==> config.mk <==
export PLATFORM = sky130hd
export DESIGN_NAME = izh_neuron_array
export DESIGN_NICKNAME = d
export VERILOG_FILES = /design/src/rtl/izh_neuron_array.sv
export SDC_FILE = /design/constraint.sdc
export NUM_CORES = 2
export LEC_CHECK = 0
export BUFFER_PORTS_ARGS = -buffer_cell sky130_fd_sc_hd__buf_2
export CORE_UTILIZATION = 59
export DETAILED_ROUTE_END_ITERATION = 10
export HOLD_SLACK_MARGIN = 0.08
export PLACE_DENSITY = 0.88
export SYNTH_ARGS = -nofsm -noshare
export SYNTH_HDL_FRONTEND = slang
export SYNTH_SLANG_ARGS = --single-unit
==> constraint.sdc <==
create_clock -name clk -period 16.36 [get_ports clk]
set_input_delay 2.454 -clock clk [delete_from_list [all_inputs] [get_ports clk]]
set_output_delay 2.454 -clock clk [all_outputs]
set_load 0.005 [all_outputs]
==> src/rtl/izh_neuron_array.sv <==
// Izhikevich neuron array: N neurons share one fixed-point integrator,
// stepped one neuron per cycle under a small IDLE/LOAD/UPDATE/DONE FSM.
module izh_neuron_array #(
  parameter int WIDTH     = 20,
  parameter int FR_WIDTH  = 11,
  parameter int N_NEURONS = 4,
  parameter int A_Q       = 41,
  parameter int B_Q       = 410,
  parameter int C004_Q    = 82,
  parameter int V_INIT    = -65,
  parameter int W_INIT    = -12,
  parameter int V_RESET   = -65,
  parameter int D_INC     = 8,
  parameter int V_PEAK    = 30,
  parameter int DT_SHIFT  = 0,
  localparam int IW = (N_NEURONS > 1) ? $clog2(N_NEURONS) : 1
) (
  input  logic                          clk,
  input  logic                          reset,
  input  logic                          step_valid,
  output logic                          step_ready,
  input  logic [N_NEURONS*WIDTH-1:0]    syn_in,
  output logic [N_NEURONS-1:0]          spike_out,
  output logic                          done,
  input  logic [IW-1:0]                 probe_idx,
  output logic signed [WIDTH-1:0]       probe_v
);

  localparam int XW = 2*WIDTH + 34;

  localparam logic signed [XW-1:0] SMAX =
    {{(XW-WIDTH+1){1'b0}}, {(WIDTH-1){1'b1}}};
  localparam logic signed [XW-1:0] SMIN = ~SMAX;

  localparam logic signed [XW-1:0] A_X    = XW'(A_Q);
  localparam logic signed [XW-1:0] B_X    = XW'(B_Q);
  localparam logic signed [XW-1:0] C004_X = XW'(C004_Q);
  localparam logic signed [XW-1:0] K140_X = XW'(140) <<< FR_WIDTH;
  localparam logic signed [XW-1:0] DINC_X = XW'(D_INC) <<< FR_WIDTH;

  localparam logic signed [WIDTH-1:0] VINI_W = WIDTH'(V_INIT <<< FR_WIDTH);
  localparam logic signed [WIDTH-1:0] WINI_W = WIDTH'(W_INIT <<< FR_WIDTH);
  localparam logic signed [WIDTH-1:0] VRST_W = WIDTH'(V_RESET <<< FR_WIDTH);
  localparam logic signed [WIDTH-1:0] VPK_W  = WIDTH'(V_PEAK <<< FR_WIDTH);

  typedef enum logic [1:0] {IDLE, LOAD, UPDATE, DONE} state_e;

  state_e                   state_q, state_d;
  logic [IW-1:0]            idx_q;
  logic signed [WIDTH-1:0]  v_q   [N_NEURONS];
  logic signed [WIDTH-1:0]  w_q   [N_NEURONS];
  logic signed [WIDTH-1:0]  syn_q [N_NEURONS];
  logic [N_NEURONS-1:0]     fire_q;
  logic [N_NEURONS-1:0]     spike_q;
  logic signed [WIDTH-1:0]  probe_q;

  logic                     last;
  logic signed [WIDTH-1:0]  v_c, w_c, i_c;
  logic signed [XW-1:0]     vx, wx, ix, sq, dv, vn, bv, dw, wn;
  logic signed [WIDTH-1:0]  v_sat, w_sat, w_bump, v_upd, w_upd;
  logic                     fire;

  function automatic logic signed [WIDTH-1:0] sat(
    input logic signed [XW-1:0] x
  );
    if (x > SMAX)      sat = SMAX[WIDTH-1:0];
    else if (x < SMIN) sat = SMIN[WIDTH-1:0];
    else               sat = x[WIDTH-1:0];
  endfunction

  assign last       = (idx_q == IW'(N_NEURONS-1));
  assign step_ready = (state_q == IDLE);
  assign done       = (state_q == DONE);
  assign spike_out  = spike_q;
  assign probe_v    = probe_q;

  assign v_c = v_q[idx_q];
  assign w_c = w_q[idx_q];
  assign i_c = syn_q[idx_q];

  always_comb begin
    state_d = state_q;
    unique case (state_q)
      IDLE:    if (step_valid) state_d = LOAD;
      LOAD:    state_d = UPDATE;
      UPDATE:  if (last) state_d = DONE;
      DONE:    state_d = IDLE;
      default: state_d = IDLE;
    endcase
  end

  // Wide intermediates keep v*v and the coefficient products exact
  always_comb begin
    vx     = XW'(v_c);
    wx     = XW'(w_c);
    ix     = XW'(i_c);
    sq     = (vx * vx) >>> FR_WIDTH;
    dv     = ((C004_X * sq) >>> FR_WIDTH) + (vx <<< 2) + vx
             + K140_X - wx + ix;
    vn     = vx + (dv >>> DT_SHIFT);
    bv     = (B_X * vx) >>> FR_WIDTH;
    dw     = (A_X * (bv - wx)) >>> FR_WIDTH;
    wn     = wx + (dw >>> DT_SHIFT);
    v_sat  = sat(vn);
    w_sat  = sat(wn);
    fire   = (v_sat >= VPK_W);
    w_bump = sat(XW'(w_sat) + DINC_X);
    v_upd  = fire ? VRST_W : v_sat;
    w_upd  = fire ? w_bump : w_sat;
  end

  always_ff @(posedge clk) begin
    if (reset) begin
      state_q <= IDLE;
      idx_q   <= '0;
      fire_q  <= '0;
      spike_q <= '0;
      probe_q <= '0;
      for (int i = 0; i < N_NEURONS; i++) begin
        v_q[i] <= VINI_W;
        w_q[i] <= WINI_W;
      end
    end else begin
      state_q <= state_d;
      probe_q <= (int'(probe_idx) < N_NEURONS) ? v_q[probe_idx] : '0;
      unique case (state_q)
        IDLE: begin
          if (step_valid) begin
            for (int i = 0; i < N_NEURONS; i++)
              syn_q[i] <= syn_in[i*WIDTH +: WIDTH];
          end
        end
        LOAD: begin
          idx_q  <= '0;
          fire_q <= '0;
        end
        UPDATE: begin
          v_q[idx_q]    <= v_upd;
          w_q[idx_q]    <= w_upd;
          fire_q[idx_q] <= fire;
          idx_q         <= idx_q + 1'b1;
        end
        DONE: spike_q <= fire_q;
        default: ;
      endcase
    end
  end

endmodule

Word-level counts from Yosys, hierarchy flattened

Memories as Yosys holds them, arrays and structs flattened. A register that Yosys moved wholly into a read port is not among the register bits.
Cells that the tools add are included.

Mux-type cells: 37
Add/subtract/negate cells: 10
Reductions and logical operators: 6
Multiply operators: 4
Equality and inequality tests: 6
$lt $le $gt $ge: 9

Operators by type and width:

| operator               | number |
|---|---|
| $mux 20                | 10 |
| $gt 21x20->1 const B   | 2 |
| $lt 21x20->1 const B   | 2 |
| $mul 20x20->40         | 1 |
| $reduce_or 20->1       | 2 |
| $mul 7x29->36 const A  | 1 |
| $add 20x31->32         | 1 |
| $gt 32x20->1 const B   | 1 |
| $lt 32x20->1 const B   | 1 |
| $add 30x20->31         | 1 |
| $sub 29x20->30         | 1 |
| $add 28x20->29 const B | 1 |
| $mul 9x20->29 const A  | 1 |
| $add 27x20->28         | 1 |
| $mul 7x21->28 const A  | 1 |
| $add 26x22->27         | 1 |
| $add 20x16->21 const B | 1 |
| $add 20x17->21         | 1 |
| $sub 19x20->21         | 1 |
| $ge 20x17->1 const B   | 1 |
| $mux 2                 | 10 |
| $mux 1                 | 12 |
| $pmux 2 s4             | 1 |
| $pmux 4 s2             | 1 |
| other kinds (13)       | 16 |

Bits of input ports: 85
Register bits: 12
Bits in writable memories: 240
Memories kept: 3

Memories:

| memory | words | bits a word | read ports | clocked after memory_dff | write ports | RTL line | RTL |
|---|---|---|---|---|---|---|---|
| syn_q  | 4     | 20          | 1          | 1                        | 4           | 52       | `logic signed [WIDTH-1:0] syn_q [N_NEURONS];` |
| v_q    | 4     | 20          | 2          | 2                        | 4           | 50       | `logic signed [WIDTH-1:0] v_q [N_NEURONS];` |
| w_q    | 4     | 20          | 1          | 1                        | 4           | 51       | `logic signed [WIDTH-1:0] w_q [N_NEURONS];` |

Logic depth before layout (Yosys ltp)

Depth after elaboration: 14
Depth in mapped cells: 74
Mapped depth without buffers: 68

Worst setup path before layout

No wires, ideal clock.

Path type: register to register
Start: register with a tool-made name
End: memory v_q[1][19] (data pin)
Period minus slack after synthesis: 15.964 ns
Slack: 0.396 ns
Required time: 16.085 ns
Arrival time: 15.689 ns
Library setup time: 0.275 ns
Cell stages (with the launch flop): 63
Path through: dfxtp_1 > clkbuf_1 > buf_1 > clkbuf_1 > mux2i_1 > nand2_1 > o21ai_1 > clkinv_1 > ha_1 > fa_1 > fa_1 > inv_1 > fa_1 > inv_1 > fa_1 > ha_1 > fa_1 > inv_1 > [27 not listed] > fa_1 > inv_1 > fa_1 > inv_1 > fa_1 > ha_1 > clkbuf_1 > and4_1 > a221o_1 > or3_1 > a211o_1 > a211o_1 > nor4b_4 > a21boi_2 > nand2b_1 > buf_4 > nor2_4 > nand2_1

RTL lines:

| what      | RTL line |
|---|---|
| to (decl) | 50 |

==> flow_summary.ini <==
[critical_path]
worstRegToRegCells = 56
required_ns = 16.73
crit_arrival_ns = 16.22
cp_top_family = adder cells
cp_num_cells = 56
path_max_fanout = 13
critPathMostFrequentCell = fa_1
critPathMaxStageDelay_ns = 0.54
cp-end-kind = flop
worst-path-buf-inv = 10
critical_path_class = flop to flop
slowest_stage = fa_1
cp-start-kind = flop

[synthesis]
ys_ff_latch = 274
avgSynthCellArea_sq_um = 10.16
synth.area.top_cells = fa_1 28%, edfxtp_1 19%, ha_1 15%
synth_nets = 4862
yosys_warnings = 0
synth_top_area_frac = 0.2849
syn-cell-area_sq_um = 38300
async_flop_share = 0
synth_edf_count = 240
synthDistinctLibCells = 87
postSynthCellCount = 3770
synth_top_cell_by_area = fa_1
synth-main-ff-cell = edfxtp_1
ys_seq_area_frac = 0.2060

[run]
cap_viol_max_count = 0

[sta]
worst_pin_slew_ns = 1.230
layout_min_cycle_time_ns = 15.85
fin_crit_sh = 0.9687
fmax_ghz = 0.06310
clock_skew_ns = 0.02123
slew_headroom = 0.1802
slew_viol_final = 0
setup_ws_ns = 0.5116
hold_violations = 0
setup_viol = 0

[grt]
grt_pass1_wl_um = 159300
grt_pass1_vias = 30570
antenna_found_initial = 3
track_usage = 0.3084
grt-ovfl-total = 0
grt_max_degree = 81

[clock_tree]
cts_buffer_depth = 3
cts_hold_buf = 0
clock-sinks = 274
worstSkewPairLatency_ns = 0.56
htree_levels = 1
cts_made_buffers = 25
cts_tree = built
clk_pin_slew_ns = 0.07
clockRootBuffer = clkbuf_16

[cells_and_area]
antenna_cells = 0
nets = 5036
nFillCells = 4390
drive_gt1_frac = 0.1194
syn_to_final_growth_pct = 8.971

[floorplanning]
die_area_sq_um = 65940
initial_core_util = 0.5952
core-area_sq_um = 64350
dieHeight_um = 256.8
ios = 111
fp-row-count = 93
die_w_um = 256.8

[detailed_routing]
totalWireLength_um = 102400
vias_per_cell = 6.033
post_drt_wl_per_cell_um = 21.26
drtIter0Drc = 3257
firstDrtPassIters = 9
ant_nets = 0
drcViolationCount = 0
dr_total_vias = 29060

[min_path]
holdPathStages = 2
holdCritPathClass = flop to flop

[placement]
gp_congestion = 1.007
post-dp-hpwl_um = 80190
portBuffers = 110
dpl_worst_slack_ns = -0.3802

[status]
outcome = complete, no violations
synthesized netlist by cell type (all sizes together), types with 19 or more instances:
master / number
mux4: 60
nand3: 47
o21a: 26
dfxtp: 34
a21o: 56
nor2b: 44
a21oi: 113
nor2: 264
ha: 462
nor3: 47
o22ai: 54
nand2b: 23
mux2i: 26
mux2: 23
and3: 19
nand2: 233
xnor2: 110
inv: 879
clkbuf: 60
fa: 545
a211oi: 23
xor2: 56
o21ai: 91
edfxtp: 240
buf: 28
path summary, 6_finish.rpt:
kind,start,to,slack [ns]
hold / removal,fire_q[2],fire_q[2],0.48
hold reg to reg,fire_q[2],fire_q[2],0.48
setup reg to reg,flop,w_q[3][5],0.51
setup / recovery,flop,w_q[3][5],0.51
placed cells by master, fill, tap and decap left out, types with 22 or more instances in the layout:
master and instances:
mux2_2 23, nor2b_1 44, clkbuf_16 27, o21a_1 26, ha_1 460, o22ai_1 54, buf_4 106, nor3_1 44
fa_1 545, nand2b_1 22, a21oi_1 93, o21ai_0 62, nor2_1 257, buf_2 110, nand3_1 46, xnor2_1 108
nand2_1 225, xor2_1 55, mux4_2 60, dfxtp_1 32, inv_1 873, a21o_1 56, edfxtp_1 240, mux2i_1 26
metal layers:
metal,routed length [um],global-route usage
met1,35910,0.3796
met2,48220,0.5056
met3,10880,0.06129
met4,7344,0.1807
met5,41,0
cell type report:
class | instances | area (sq um) | share of cell area
Clock inverter | 14 | 125.1 | 0.002998
Inverter | 884 | 3322 | 0.07960
Multi-Input combinational cell | 2525 | 27040 | 0.6479
Sequential cell | 274 | 7895 | 0.1892
Timing Repair Buffer | 234 | 1615 | 0.03870
Tap cell | 855 | 1070 | 0.02563
Clock buffer | 31 | 668.1 | 0.01601
worst reg2reg max path: cells and delay by family (launching register included):
| family | cells | cell delay (ns) |
|---|---|---|
| flops | 1 | 0.44 |
| buf+inv | 10 | 1.13 |
| xor+xnor | 1 | 0.15 |
| fa+ha+maj | 17 | 6.97 |
| compound gates | 16 | 4.19 |
| mux | 1 | 0.33 |
| simple gates | 11 | 2.46 |
cells by family (layout without fill, tap and decap cells):
| group | after synthesis | in the layout | synth area share |
|---|---|---|---|
| DFF | 274 | 274 | 0.2060 |
| AOI/OAI and AO/OA | 479 | 480 | 0.08213 |
| buffers and inverters | 972 | 1163 | 0.09634 |
| xor gates and xnor gates | 166 | 166 | 0.03816 |
| adders and majority gates | 1016 | 1016 | 0.4382 |
| muxes | 109 | 109 | 0.04884 |
| and+or+nand+nor | 754 | 754 | 0.09040 |
registers in the layout, indices dropped and copies added, names as in the netlist, named ones only:
name	count
probe_v	20
spike_out	4
w_q	80
syn_q	80
state_q	2
fire_q	4
idx_q	2
v_q	80
timing repair:
item / in CTS / in global routing
pin swaps: 0 / 8
setup buffers: 1 / 29
gates cloned: 0 / 3
hold endpoints to repair: 0 / 0
gates resized for setup: 5 / 97
setup endpoints to repair: 152 / 164
through the flow:
step	util	cells	area, sq um	hold slack, ns	TNS, ns
2_1_floorplan	-	3770	38300	0.4492	0
3_3_place_gp	0.6263	4739	40300	0.4654	0
3_5_place_dp	0.6263	4739	40300	0.4738	-30.72
4_1_cts	0.6391	4785	41130	0.4847	0
5_1_grt	0.6486	4817	41730	0.5327	-1.622
6_report	0.6486	4817	41730	0.4833	0
Power is left out: the tool's default activity adds up to more than one toggle a clock period on the data nets, which glitch-free logic cannot reach.
